`config.mk`:
```
export PLATFORM = sky130hd
export DESIGN_NAME = traffic_monitor
export DESIGN_NICKNAME = d
export VERILOG_FILES = /design/src/rtl/traffic_monitor.sv
export SDC_FILE = /design/constraint.sdc
export NUM_CORES = 1
export LEC_CHECK = 0
export ABC_AREA = 1
export ABC_CLOCK_PERIOD_IN_PS = 1900
export BUFFER_PORTS_ARGS = -buffer_cell sky130_fd_sc_hd__buf_2
export CAP_MARGIN = 20
export CORE_ASPECT_RATIO = 1.4
export CORE_MARGIN = 2
export CORE_UTILIZATION = 50
export DETAILED_ROUTE_END_ITERATION = 8
export PLACE_DENSITY = 0.71
export SLEW_MARGIN = 20
export SYNTH_ARGS = -nofsm -noshare
export SYNTH_HDL_FRONTEND = slang
export SYNTH_SLANG_ARGS = --single-unit
```
`constraint.sdc`:
```
create_clock -name clk -period 1.9 [get_ports clk]
set_input_delay 0.19 -clock clk [delete_from_list [all_inputs] [get_ports clk]]
set_output_delay 0.19 -clock clk [all_outputs]
set_load 0.01 [all_outputs]
```
`src/rtl/traffic_monitor.sv`:
```
// Passive checker for the traffic-controller output interface: flags light
// encoding, conflict, sequence, countdown and stall violations.
module traffic_monitor #(
    parameter int unsigned MAX_COUNT = 60,
    parameter int unsigned MAX_PHASE = 100
) (
    input  logic       clk,
    input  logic       rst,
    input  logic [2:0] light1,
    input  logic [2:0] light2,
    input  logic [5:0] count,
    input  logic       clr,
    output logic [4:0] err,
    output logic       err_pulse,
    output logic [7:0] cycles,
    output logic       synced
);
    localparam int unsigned     HW        = $clog2(MAX_PHASE + 1);
    localparam logic [2:0]      RED       = 3'b100;
    localparam logic [2:0]      YEL       = 3'b010;
    localparam logic [2:0]      GRN       = 3'b001;
    localparam logic [HW-1:0]   HOLD_MAX  = HW'(MAX_PHASE);
    localparam logic [HW-1:0]   HOLD_LAST = HW'(MAX_PHASE - 1);
    localparam logic [5:0]      CNT_MAX   = 6'(MAX_COUNT);

    typedef enum logic [1:0] {
        ST_INIT = 2'b00,
        ST_SYNC = 2'b01,
        ST_RUN  = 2'b10
    } state_t;

    state_t        state_r, state_s;
    logic [2:0]    prev1_r, prev2_r;
    logic [5:0]    prev_cnt_r;
    logic [HW-1:0] hold_r, hold_s;
    logic [4:0]    err_r, det_s;
    logic          pulse_r;
    logic [7:0]    cycles_r;
    logic          synced_r;
    logic          chg_s, cur_ok_s, prv_ok_s, seq_bad_s, cnt_bad_s, cyc_inc_s;

    function automatic logic one_hot(input logic [2:0] l);
        return (l == RED) || (l == YEL) || (l == GRN);
    endfunction

    function automatic logic step_ok(input logic [2:0] p, input logic [2:0] c);
        return (p == c) || ((p == GRN) && (c == YEL)) ||
               ((p == YEL) && (c == RED)) || ((p == RED) && (c == GRN));
    endfunction

    // Violation detection, hold counter and state sequencing.
    always_comb begin
        state_s   = state_r;
        hold_s    = hold_r;
        det_s     = 5'b00000;
        cyc_inc_s = 1'b0;
        chg_s     = (light1 != prev1_r) || (light2 != prev2_r);
        cur_ok_s  = one_hot(light1) && one_hot(light2);
        prv_ok_s  = one_hot(prev1_r) && one_hot(prev2_r);
        seq_bad_s = !step_ok(prev1_r, light1) || !step_ok(prev2_r, light2);
        // A phase change must follow a zero count and load a legal value.
        if (chg_s) begin
            cnt_bad_s = (prev_cnt_r != 6'd0) || (count == 6'd0) || (count > CNT_MAX);
        end else begin
            cnt_bad_s = (prev_cnt_r == 6'd0) || (count != (prev_cnt_r - 6'd1));
        end
        case (state_r)
            ST_INIT: begin
                state_s = ST_SYNC;
                hold_s  = '0;
            end
            ST_SYNC, ST_RUN: begin
                det_s[0] = !cur_ok_s;
                det_s[1] = !light1[2] && !light2[2];
                if (chg_s) begin
                    hold_s = '0;
                end else if (hold_r != HOLD_MAX) begin
                    hold_s   = hold_r + 1'b1;
                    det_s[4] = (hold_r == HOLD_LAST);
                end else begin
                    hold_s = hold_r;
                end
                if (state_r == ST_RUN) begin
                    if (cur_ok_s && prv_ok_s) begin
                        det_s[2] = seq_bad_s;
                        det_s[3] = cnt_bad_s;
                    end else begin
                        det_s[2] = 1'b0;
                        det_s[3] = 1'b0;
                    end
                    cyc_inc_s = (prev1_r == RED) && (light1 == GRN) && (cycles_r != 8'd255);
                end else if (chg_s && cur_ok_s && prv_ok_s) begin
                    state_s = ST_RUN;
                end else begin
                    state_s = ST_SYNC;
                end
            end
            default: begin
                state_s = ST_INIT;
                hold_s  = '0;
            end
        endcase
    end

    // Sample history, sticky flags and reported status.
    always_ff @(posedge clk) begin
        if (rst) begin
            state_r    <= ST_INIT;
            prev1_r    <= 3'b000;
            prev2_r    <= 3'b000;
            prev_cnt_r <= 6'd0;
            hold_r     <= '0;
            err_r      <= 5'b00000;
            pulse_r    <= 1'b0;
            cycles_r   <= 8'd0;
            synced_r   <= 1'b0;
        end else begin
            state_r    <= state_s;
            prev1_r    <= light1;
            prev2_r    <= light2;
            prev_cnt_r <= count;
            hold_r     <= hold_s;
            // New detections override a coincident clear.
            err_r      <= (clr ? 5'b00000 : err_r) | det_s;
            pulse_r    <= |det_s;
            cycles_r   <= cyc_inc_s ? (cycles_r + 8'd1) : cycles_r;
            synced_r   <= (state_s == ST_RUN);
        end
    end

    assign err       = err_r;
    assign err_pulse = pulse_r;
    assign cycles    = cycles_r;
    assign synced    = synced_r;
endmodule

```
[After elaboration in Yosys (flattened, before gate mapping)]
Index checks and enable logic that the tools add are counted.
Word-level totals
  register bits: 36
  bits of input ports: 15
Operators by class
  add/sub/neg operators: 3
  magnitude comparators: 1
  equality and inequality tests: 23
  mux-type cells: 12
  bitwise gates (word level): 2
  reduce and logical (&&, ||, !) cells: 44
Operators with widths (number)
  $logic_or A1 B1 Y1: 19
  $logic_and A1 B1 Y1: 13
  $eq A3 B1 Y1 const B: 4
  $eq A3 B2 Y1 const B: 4
  $eq A3 B3 Y1 const B: 4
  $logic_not A6 Y1: 2
  $mux W5: 2
  $add A8 B1 Y8 const B: 1
  $mux W2: 4
  $ne A8 B8 Y1 const B: 1
  $add A7 B1 Y7 const B: 1
  $eq A7 B7 Y1 const B: 1
  $ne A7 B7 Y1 const B: 1
  $eq A3 B3 Y1: 2
  $gt A6 B6 Y1 const B: 1
  $ne A3 B3 Y1: 2
  $ne A6 B6 Y1: 1
  $reduce_bool A6 Y1: 1
  $sub A6 B1 Y6 const B: 1
  $logic_not A1 Y1: 5
  $mux W1: 5
  $or A5 B5 Y5: 1
  $reduce_or A5 Y1: 1
  $eq A2 B2 Y1 const B: 2
  other kinds (6): 6

[Logic depth before layout (Yosys ltp)]
Gate-level depths: netlist of run 1.
  depth after elaboration: 11
  depth in mapped cells: 13

[Worst setup path after synthesis of run 1]
Ideal clock, no wire load.
  path kind: register to register
  from: register state_r[1]
  to: register cycles_r[4] (netlist: cycles[4])
  library setup time: 0.115 ns
  data arrival time: 1.350 ns
  slack: 0.435 ns
  stages on the path, launching flop included: 11
  period minus slack after synthesis: 1.465 ns
  cell sequence: dfxtp_1 > inv_1 > ha_1 > nand2_1 > inv_1 > nand3_2 > inv_2 > and3_1 > nand2_1 > nand2_1 > nor2_1
On the way
  word-level cells in the longest chain between the ends: 3
  elaborated cells between the ends (all ways): 5
  those cells by class: eq/ne: 2; mux: 2; reduce/logical: 1
RTL lines
  from (decl): RTL line 32  | state_t state_r, state_s;
  from (signal assigned): RTL line 118  | state_r <= state_s;
  $eq A2 B2 Y1 / $eq A2 B1 Y1 (equally long branches): RTL line 67, 83
  $mux W1 / $reduce_or A2 Y1 (equally long branches): RTL line 83, 67
  $mux W1 *: RTL line 67  | case (state_r)
  to (signal assigned): RTL line 126  | cycles_r <= cyc_inc_s ? (cycles_r + 8'd1) : cycles_r;
  to (decl): RTL line 38  | logic [7:0] cycles_r;
Every way passes the cells marked *; elsewhere a longest branch is shown, timed or not.
A chain may end at the register's enable or synchronous reset.

[Worst setup path in the final report of run 1]
Same ends and word-level chain as after synthesis.

==> impl_metrics.toml, run 1 <==
[critical_path]
r2r_setup_slack_ns = 0.21
endpoint_kind = "flop"
critPathLaunchType = "flop"
critical_path.max_fanout = 7
critical_path_required_ns = 2.08
crit_type = "flop to flop"
arrival_ns = 1.87

[drt]
ant_nets = 0
vias = 1929
wl_per_cell_um = 11.0
drc_errors = 0
drtIter0Drc = 68
wl_um = 4270
via_per_inst = 4.97
drtPass1Iterations = 4

[synthesis]
seq_area_frac_synth_pct = 35.8
synthTopCellsByArea = "dfxtp_1 36%, nand2_1 14%, nor2_1 9.7%, inv_1 8.9%, nand3_1 7.0%"
synth_top_area_share_pct = 35.8
synth_seq_cells = 36
synth-compound-area-share_pct = 4.97
yosys_most_used_dff = "dfxtp_1"
syn_nets = 333
synthCells = 311
synth_top_family_by_area = "simple AND/OR/NAND/NOR gates"
synth_fa_ha_area_share_pct = 4.35
synthXorXnorAreaFrac_pct = 3.92
synth_edf_count = 0
synth_warnings = 0
synth_top_cell_by_area = "dfxtp_1"
synth.distinct_cells = 24
synthMuxAreaShare_pct = 0
netlist_area_mm2 = 0.00201
synth-simple-area-share_pct = 40.5
async_flop_share_pct = 0
syn_area_per_cell_um2 = 6.47

[run]
cap_violations = 0

[timing]
finalSetupViolCount = 0
relSlewSlack_pct = 69.3
maxSlewViolCount = 0
hold_viol = 0
finalSetupTns_ns = 0
clock-skew-final_ns = 0.0120
fmax_ghz = 0.592
min_period_ns = 1.69
rsz0062_at_grt = "false"
min_period_over_period_pct = 88.9
worstMarginPinSlew_ns = 0.461

[die]
initial_core_util_pct = 51.8
die_w_um = 57.6
core_area_mm2 = 0.00388
rows = 27
die_h_um = 79.1
io_pins = 30
die_area_mm2 = 0.00456

[power_and_ir_drop]
power_density_mw_per_mm2 = 712
p_leak_nw = 1.15
vdd_drop_max_mv = 0.691

[clocking]
cts-buffers-inserted = 5
clock_sinks = 36
clk_latency_ns = 0.29
tritoncts = "built"
path_clk_slew_ns = 0.08
cts_buffer_depth = 2
clockRootBuffer = "clkbuf_8"
cts_htree_levels = 2
cts_hold_buffers = 0
post-cts-setup-buffer-count = 0
post_cts_resized = 0

[cells_and_area]
drive_above_1_share_pct = 15.9
syn_to_final_growth_pct = 14.7
n_antenna_cell = 0
stdcell_count = 388
nets = 366

[global_route]
grt_max_degree = 26
antenna_found_initial = 0
grt_first_pass_wirelength_um = 7390
overflow = 0
grt_pass1_vias = 1869
track_usage_pct = 20.6

[min_path]
hp-class = "input port to flop"

[place]
place_hpwl_um = 3350
gp_congestion = 0.932
numPortBuffers = 29
place_inst = 380

[status]
status = "finished, final reports clean"
[cell usage in the layout (no fill, tap or decap), types with 4 or more instances in the layout]
cell type  synthesis  final
a21oi_1           17     17
buf_2              0     29
clkbuf_8           0      5
dfxtp_1           36     36
ha_1               7      7
inv_1             48     48
inv_2              5      5
nand2_1           74     74
nand3_1           28     28
nand3_2            4      4
nand4_1            5      5
nor2_1            52     52
nor3_1             5      5
or2_2              5      5
xnor2_1            5      5
xor2_1             4      4
[logic make-up after synthesis]
family                     after synthesis
AOI/OAI and AO/OA                       20
xor gates and xnor gates                 9
adders and majority gates                7
buffers and inverters                   56
DFF                                     36
and+or+nand+nor                        183
[worst max-delay path: stages (launching register included)]
cell and delay [ns]:
dfxtp_1 0.36, inv_1 0.07, ha_1 0.39, nand2_1 0.13
inv_1 0.10, nand3_2 0.10, inv_2 0.10, and3_1 0.18
nand2_1 0.06, nand2_1 0.05, nor2_1 0.04
[layer usage]
| metal | global-route usage [%] | part of all wire [%] |
|---|---|---|
| met2 | 38.3 | 51 |
| met4 | 8.60 | 1.6 |
| met1 | 21.8 | 42 |
| met3 | 4.40 | 4.7 |
| met5 | 0 | 0 |
[state kept, by name, indices dropped and copies added, names as in the netlist]
name,flops
cycles,8
prev2_r,3
err,5
hold_r,7
synced,1
state_r,2
err_pulse,1
prev_cnt_r,6
prev1_r,3
[stage by stage]
stage / setup slack [ns] / hold slack (ns) / instance area, µm² / util (%) / power (mW)
final: 0.210 / 0.126 / 2310 / 59.4 / 1.64
after floorplan: 0.435 / 0.297 / 2010 / - / 0.944
after global routing: 0.0379 / 0.148 / 2310 / 59.4 / 1.72
after CTS: 0.213 / 0.122 / 2310 / 59.4 / 1.66
after global placement: 0.321 / 0.441 / 2200 / 56.7 / 0.998
after detailed placement: 0.248 / 0.435 / 2200 / 56.7 / 1.00
[synth_stat cells (all sizes together), types with 2 or more instances]
| library cell | count |
|---|---|
| xor2 | 4 |
| nand4 | 5 |
| o21ai | 3 |
| or2 | 5 |
| nand2 | 76 |
| a21oi | 17 |
| nand3 | 32 |
| nor2 | 54 |
| nand3b | 2 |
| nor3 | 6 |
| inv | 53 |
| xnor2 | 5 |
| dfxtp | 36 |
| ha | 7 |
| clkbuf | 3 |
[layout make-up]
cell class,instances,area [µm²]
inverter,53,199
clock inverter,2,35.0
fill,398,1580
clock buffer,6,72.6
sequential,36,721
tap,43,53.8
multi-input combinational,219,1080
timing repair buffer,29,145
[path summary, 6_finish.rpt]
check	from	to	cells past startpoint
max	state_r[1]	cycles[4]	10
min	count[0]	prev_cnt_r[0]	3
max reg2reg	state_r[1]	cycles[4]	10
min reg2reg	err[2]	err[2]	2
[where the power goes]
group | switching, mW | total [mW] | internal (mW)
Clock | 0.271 | 0.661 | 0.389
Combinational | 0.121 | 0.194 | 0.0730
Sequential | 0.0140 | 0.789 | 0.775
No activity file was read; power rests on OpenSTA's default activity.
==> inputs of run 2 (changes only) <==
--- a/config.mk
+++ b/config.mk
@@ -6,14 +6,13 @@
 export NUM_CORES = 1
 export LEC_CHECK = 0
 export ABC_AREA = 1
-export ABC_CLOCK_PERIOD_IN_PS = 1900
-export BUFFER_PORTS_ARGS = -buffer_cell sky130_fd_sc_hd__buf_2
+export ABC_CLOCK_PERIOD_IN_PS = 2150
 export CAP_MARGIN = 20
 export CORE_ASPECT_RATIO = 1.4
 export CORE_MARGIN = 2
 export CORE_UTILIZATION = 50
 export DETAILED_ROUTE_END_ITERATION = 8
-export PLACE_DENSITY = 0.71
+export DONT_BUFFER_PORTS = 1
 export SLEW_MARGIN = 20
 export SYNTH_ARGS = -nofsm -noshare
 export SYNTH_HDL_FRONTEND = slang
==> constraint.sdc (replaced) <==
create_clock -name clk -period 2.15 [get_ports clk]
set_input_delay 0.215 -clock clk [delete_from_list [all_inputs] [get_ports clk]]
set_output_delay 0.215 -clock clk [all_outputs]
set_load 0.01 [all_outputs]
==> impl_metrics.toml, run 2 (synthesis results as in run 1) <==
[drt]
wl_um = 4140
drc_errors = 0
wl_per_cell_um = 11.5
drtPass1Iterations = 4
ant_nets = 0
via_per_inst = 5.09
drtIter0Drc = 62
vias = 1837

[min_path]
min_from = "count[1]"
hold_end = "prev_cnt_r[1]"
whs_path_depth = 2
hp-class = "input port to flop"

[cells_and_area]
nets = 339
drive_above_1_share_pct = 7.86
n_antenna_cell = 0
fillers = 383
finalInstanceArea_mm2 = 0.00217
final_cell_mix = "74 x nand2_1, 52 x nor2_1, 48 x inv_1"
largest_reg_flops = 8
syn_to_final_growth_pct = 7.58
layout_commonest_cell = "nand2_1"

[die]
rows = 27
die_h_um = 79.1
die_area_mm2 = 0.00456
initial_core_util_pct = 51.8
die_w_um = 57.6
io_pins = 30
core_area_mm2 = 0.00388

[timing]
maxSlewViolCount = 0
hold_viol = 0
worstMarginPinSlew_ns = 0.859
fmax_ghz = 0.595
finalSetupTns_ns = 0
relSlewSlack_pct = 42.5
min_period_ns = 1.68
clock-skew-final_ns = 0.00855
setup_slack_ns = 0.470
finalSetupViolCount = 0
rsz0062_at_grt = "false"
min_period_over_period_pct = 78.1

[power_and_ir_drop]
power_density_mw_per_mm2 = 621
vdd_drop_max_mv = 0.452
p_leak_nw = 1.01
finalPower_mw = 1.34

[clocking]
cts_htree_levels = 2
clk_latency_ns = 0.28
clock_sinks = 36
cts-buffers-inserted = 5
post-cts-setup-buffer-count = 0
tritoncts = "built"
path_clk_slew_ns = 0.07
post_cts_resized = 0
cts_buffer_depth = 2
clockRootBuffer = "clkbuf_8"

[global_route]
track_usage_pct = 19.9
grt_use_met3_pct = 6.68
met2_usage_pct = 35.2
gr-usage-met1_pct = 21.4
grt_pass1_vias = 1731
overflow = 0
grt_max_degree = 23
busiest_layer = "met2"
grt_first_pass_wirelength_um = 7150
antenna_found_initial = 0

[place]
gp_congestion = 0.884
place_hpwl_um = 3180
dpl-instance-area_mm2 = 0.00206
numPortBuffers = 0
preCtsSetupSlack_ns = 0.504

[critical_path]
r2r-end = "cycles[3]"
critical_path_required_ns = 2.32
endpoint_kind = "flop"
rr_worst_depth = 9
rr_startpoint = "state_r[0]"
r2r_setup_slack_ns = 0.47
critical_path.max_fanout = 7
crit_type = "flop to flop"
critPathLaunchType = "flop"
arrival_ns = 1.85

[run]
cap_violations = 0

[status]
status = "finished, final reports clean"
[run 2: changes by cell type in the layout (fill, tap and decap cells not counted)]
| cell | change |
|---|---|
| clkbuf_1 | +1 |
| clkinv_2 | -1 |
| clkbuf_8 | +1 |
| dlygate4sd3_1 | +2 |
| bufinv_16 | -1 |
| buf_2 | -29 |
[run 2: worst max-delay path, cell delays in order, from the launching register on]
cell and delay, ns:
dfxtp_1 0.34, inv_1 0.08, ha_1 0.40, nand2_1 0.13, inv_1 0.11, nand3_2 0.11, nor2_1 0.14, inv_1 0.07
o21ai_0 0.15, a21oi_1 0.05
[run 2: final cells by class]
class / count / area (µm²) / share of cell area (%)
clock buffer: 8 / 90.1 / 4.16
sequential: 36 / 721 / 33.3
tap: 43 / 53.8 / 2.48
timing repair buffer: 2 / 20.0 / 0.924
inverter: 53 / 199 / 9.19
multi-input combinational: 219 / 1080 / 50.0
[run 2: metrics by stage]
| stage | utilization, % | hold slack [ns] | std cells |
|---|---|---|---|
| floorplan | - | 0.322 | 311 |
| finish | 55.7 | 0.0290 | 361 |
| detailed placement | 52.9 | 0.290 | 351 |
| CTS | 55.7 | 0.0220 | 361 |
| global route | 55.7 | 0.0273 | 361 |
| global placement | 52.9 | 0.288 | 351 |
[run 2: power breakdown]
part | internal, mW | switching, mW | total [mW]
Combinational | 0.0563 | 0.0927 | 0.149
Clock | 0.261 | 0.234 | 0.496
Sequential | 0.685 | 0.0146 | 0.699
Total | 1.00 | 0.342 | 1.34
[run 2: how the worst max path moves through the flow]
stage / slack (ns) / cells past startpoint / end / startpoint
floorplan: 0.68 / 10 / cycles[4] / state_r[1]
global placement: 0.56 / 10 / cycles[4] / state_r[0]
detailed placement: 0.50 / 9 / cycles[3] / state_r[1]
CTS: 0.48 / 9 / cycles[3] / state_r[1]
global route: 0.26 / 9 / cycles[3] / state_r[0]
finish: 0.47 / 9 / cycles[3] / state_r[0]
[run 2: what timing repair did]
action / CTS / global route
endpoints found under the setup margin: 0 / 0
hold endpoints to repair: 22 / 0
hold buffers: 2 / 0
[run 2: per-layer routing]
layer | wire length [µm] | share of wire [%] | up-vias
li1 | - | - | 975
met1 | 1800 | 43 | 824
met2 | 2070 | 50 | 32
met3 | 231 | 5.6 | 6
met4 | 38 | 0.92 | 0
met5 | 0 | 0 | -
==> inputs of run 3 (changes only) <==
--- a/config.mk
+++ b/config.mk
@@ -6,13 +6,14 @@
 export NUM_CORES = 1
 export LEC_CHECK = 0
 export ABC_AREA = 1
-export ABC_CLOCK_PERIOD_IN_PS = 2150
+export ABC_CLOCK_PERIOD_IN_PS = 1420
 export CAP_MARGIN = 20
 export CORE_ASPECT_RATIO = 1.4
 export CORE_MARGIN = 2
 export CORE_UTILIZATION = 50
 export DETAILED_ROUTE_END_ITERATION = 8
 export DONT_BUFFER_PORTS = 1
+export PLACE_DENSITY = 0.68
 export SLEW_MARGIN = 20
 export SYNTH_ARGS = -nofsm -noshare
 export SYNTH_HDL_FRONTEND = slang
==> constraint.sdc (replaced) <==
create_clock -name clk -period 1.42 [get_ports clk]
set_input_delay 0.142 -clock clk [delete_from_list [all_inputs] [get_ports clk]]
set_output_delay 0.142 -clock clk [all_outputs]
set_load 0.01 [all_outputs]
==> impl_metrics.toml, run 3 (synthesis results as in run 1) <==
[clocking]
cts_hold_buffers = 12
cts_buffer_depth = 2
cts_htree_levels = 2
cts-buffers-inserted = 5
clockRootBuffer = "clkbuf_8"
path_clk_slew_ns = 0.07
clk_latency_ns = 0.29
tritoncts = "built"
clock_sinks = 36

[die]
rows = 27
io_pins = 30
core_area_mm2 = 0.00388
die_w_um = 57.6
initial_core_util_pct = 51.8
die_area_mm2 = 0.00456
die_h_um = 79.1

[global_route]
grt_max_degree = 26
grt_first_pass_wirelength_um = 7420
overflow = 0
track_usage_pct = 20.9
grt_pass1_vias = 1823
antenna_found_initial = 0

[cells_and_area]
drive_above_1_share_pct = 27.3
n_antenna_cell = 0
nets = 369
final_util_pct = 67.8
largest_reg_flops = 8
fillers = 338
syn_to_final_growth_pct = 30.8
final_cell_mix = "63 x nand2_1, 46 x nor2_1, 38 x inv_1"
layout_commonest_cell = "nand2_1"
multi_input_area_mm2 = 0.00126
seqCellArea_um2 = 731

[timing]
hold_ws_ns = -0.0896
setup_slack_ns = -0.0459
worstMarginPinSlew_ns = 0.263
maxSlewViolCount = 0
relSlewSlack_pct = 82.5
hold_viol = 11
clock-skew-final_ns = 0.00393
fmax_ghz = 0.682
min_period_ns = 1.47
rsz0062_at_grt = "true"
finalSetupViolCount = 2
min_period_over_period_pct = 103

[power_and_ir_drop]
vdd_drop_max_mv = 1.09
finalPower_mw = 2.25
p_leak_nw = 1.26
power_density_mw_per_mm2 = 854

[drt]
vias = 1987
drtPass1Iterations = 4
ant_nets = 0
via_per_inst = 5.08
wl_um = 4760
wl_per_cell_um = 12.2
drc_errors = 0
drtIter0Drc = 64

[critical_path]
critPathLaunchType = "flop"
rr_worst_depth = 10
arrival_ns = 1.70
critical_path.max_fanout = 5
rr_startpoint = "cycles[0]"
r2r-end = "cycles[4]"
crit_chain = "ha_4 > nand2_4 > nor3_4 > nand2_2 > nand3_4 > inv_4 > and3_4 > nand2_2 > nand2_1 > nor2_1"
crit_top_cell = "nand2_2"
cp_slowest_stage_delay_ns = 0.36
crit_type = "flop to flop"
r2r_setup_slack_ns = -0.05
cpMaxStageDelayCell = "dfxtp_2"
critical_path_required_ns = 1.65
endpoint_kind = "flop"

[min_path]
hp-class = "input port to flop"
hold_end = "state_r[0]"
whs_path_depth = 1
min_from = "rst"

[status]
status = "complete, but fails checks"
failed_checks = "hold timing, setup timing"

[run]
cap_violations = 0

[place]
numPortBuffers = 0
place_hpwl_um = 3410
gp_congestion = 0.939
-- run 3: changes by cell type in the layout (fill, tap and decap cells not counted), sizes merged --
| cell | change |
|---|---|
| buf | +20 |
| dlygate4sd3 | +10 |
| clkbuf | -3 |
| bufinv | +1 |
| clkinv | +1 |
| clkinvlp | +1 |
-- run 3: repair_timing --
item	in CTS	in global routing
pin swaps	10	18
hold endpoints to repair	23	11
setup endpoints to repair	7	16
setup buffers	1	1
gates resized for setup	16	45
-- run 3: final cells by class --
| class | instances | share of cell area [%] |
|---|---|---|
| Clock buffer | 5 | 2.61 |
| Clock inverter | 3 | 1.62 |
| Inverter | 53 | 7.65 |
| Multi-Input combinational cell | 219 | 47.9 |
| Sequential cell | 36 | 27.7 |
| Tap cell | 43 | 2.04 |
| Timing Repair Buffer | 32 | 10.4 |
-- run 3: power by group --
group	leakage, nW	switching, mW	internal, mW
Clock	0.0541	0.378	0.519
Sequential	0.297	0.0255	1.04
Combinational	0.913	0.159	0.130
Total	1.26	0.562	1.69
-- run 3: worst max path at each step --
stage | from | end | slack [ns] | cells past startpoint
2_1_floorplan | prev_cnt_r[0] | err[3] | 0.0003 | 12
3_3_place_gp | state_r[0] | cycles[3] | -0.03 | 9
3_5_place_dp | state_r[0] | cycles[3] | -0.06 | 9
4_1_cts | prev1_r[0] | cycles[4] | 0.004 | 9
5_1_grt | prev_cnt_r[0] | err[3] | -0.16 | 12
6_report | cycles[0] | cycles[4] | -0.05 | 10
-- run 3: worst max-delay path, delay by kind of cell, from the launching register on --
kind / cells / cell delay (ns)
fa+ha+maj: 1 / 0.15
buf+inv: 1 / 0.06
flops: 1 / 0.36
simple gates: 8 / 0.81
-- run 3: per-layer routing --
| layer | global-route usage [%] | wire, µm | vias up |
|---|---|---|---|
| li1 | - | - | 1038 |
| met1 | 20.9 | 1900 | 906 |
| met2 | 39.1 | 2570 | 33 |
| met3 | 5.21 | 196 | 10 |
| met4 | 9.53 | 94 | 0 |
| met5 | 0 | 0 | - |
-- run 3: through the flow --
step / std cells / worst slack (ns) / area (µm²) / setup TNS (ns) / hold slack [ns]
6_report: 391 / -0.0459 / 2630 / -0.0630 / -0.0896
5_1_grt: 391 / -0.161 / 2630 / -0.887 / -0.0972
4_1_cts: 390 / 0.00423 / 2480 / 0 / -0.0972
3_5_place_dp: 369 / -0.0605 / 2200 / -0.237 / 0.218
3_3_place_gp: 369 / -0.0310 / 2200 / -0.0840 / 0.216
2_1_floorplan: 311 / 0.000336 / 2030 / 0 / 0.249
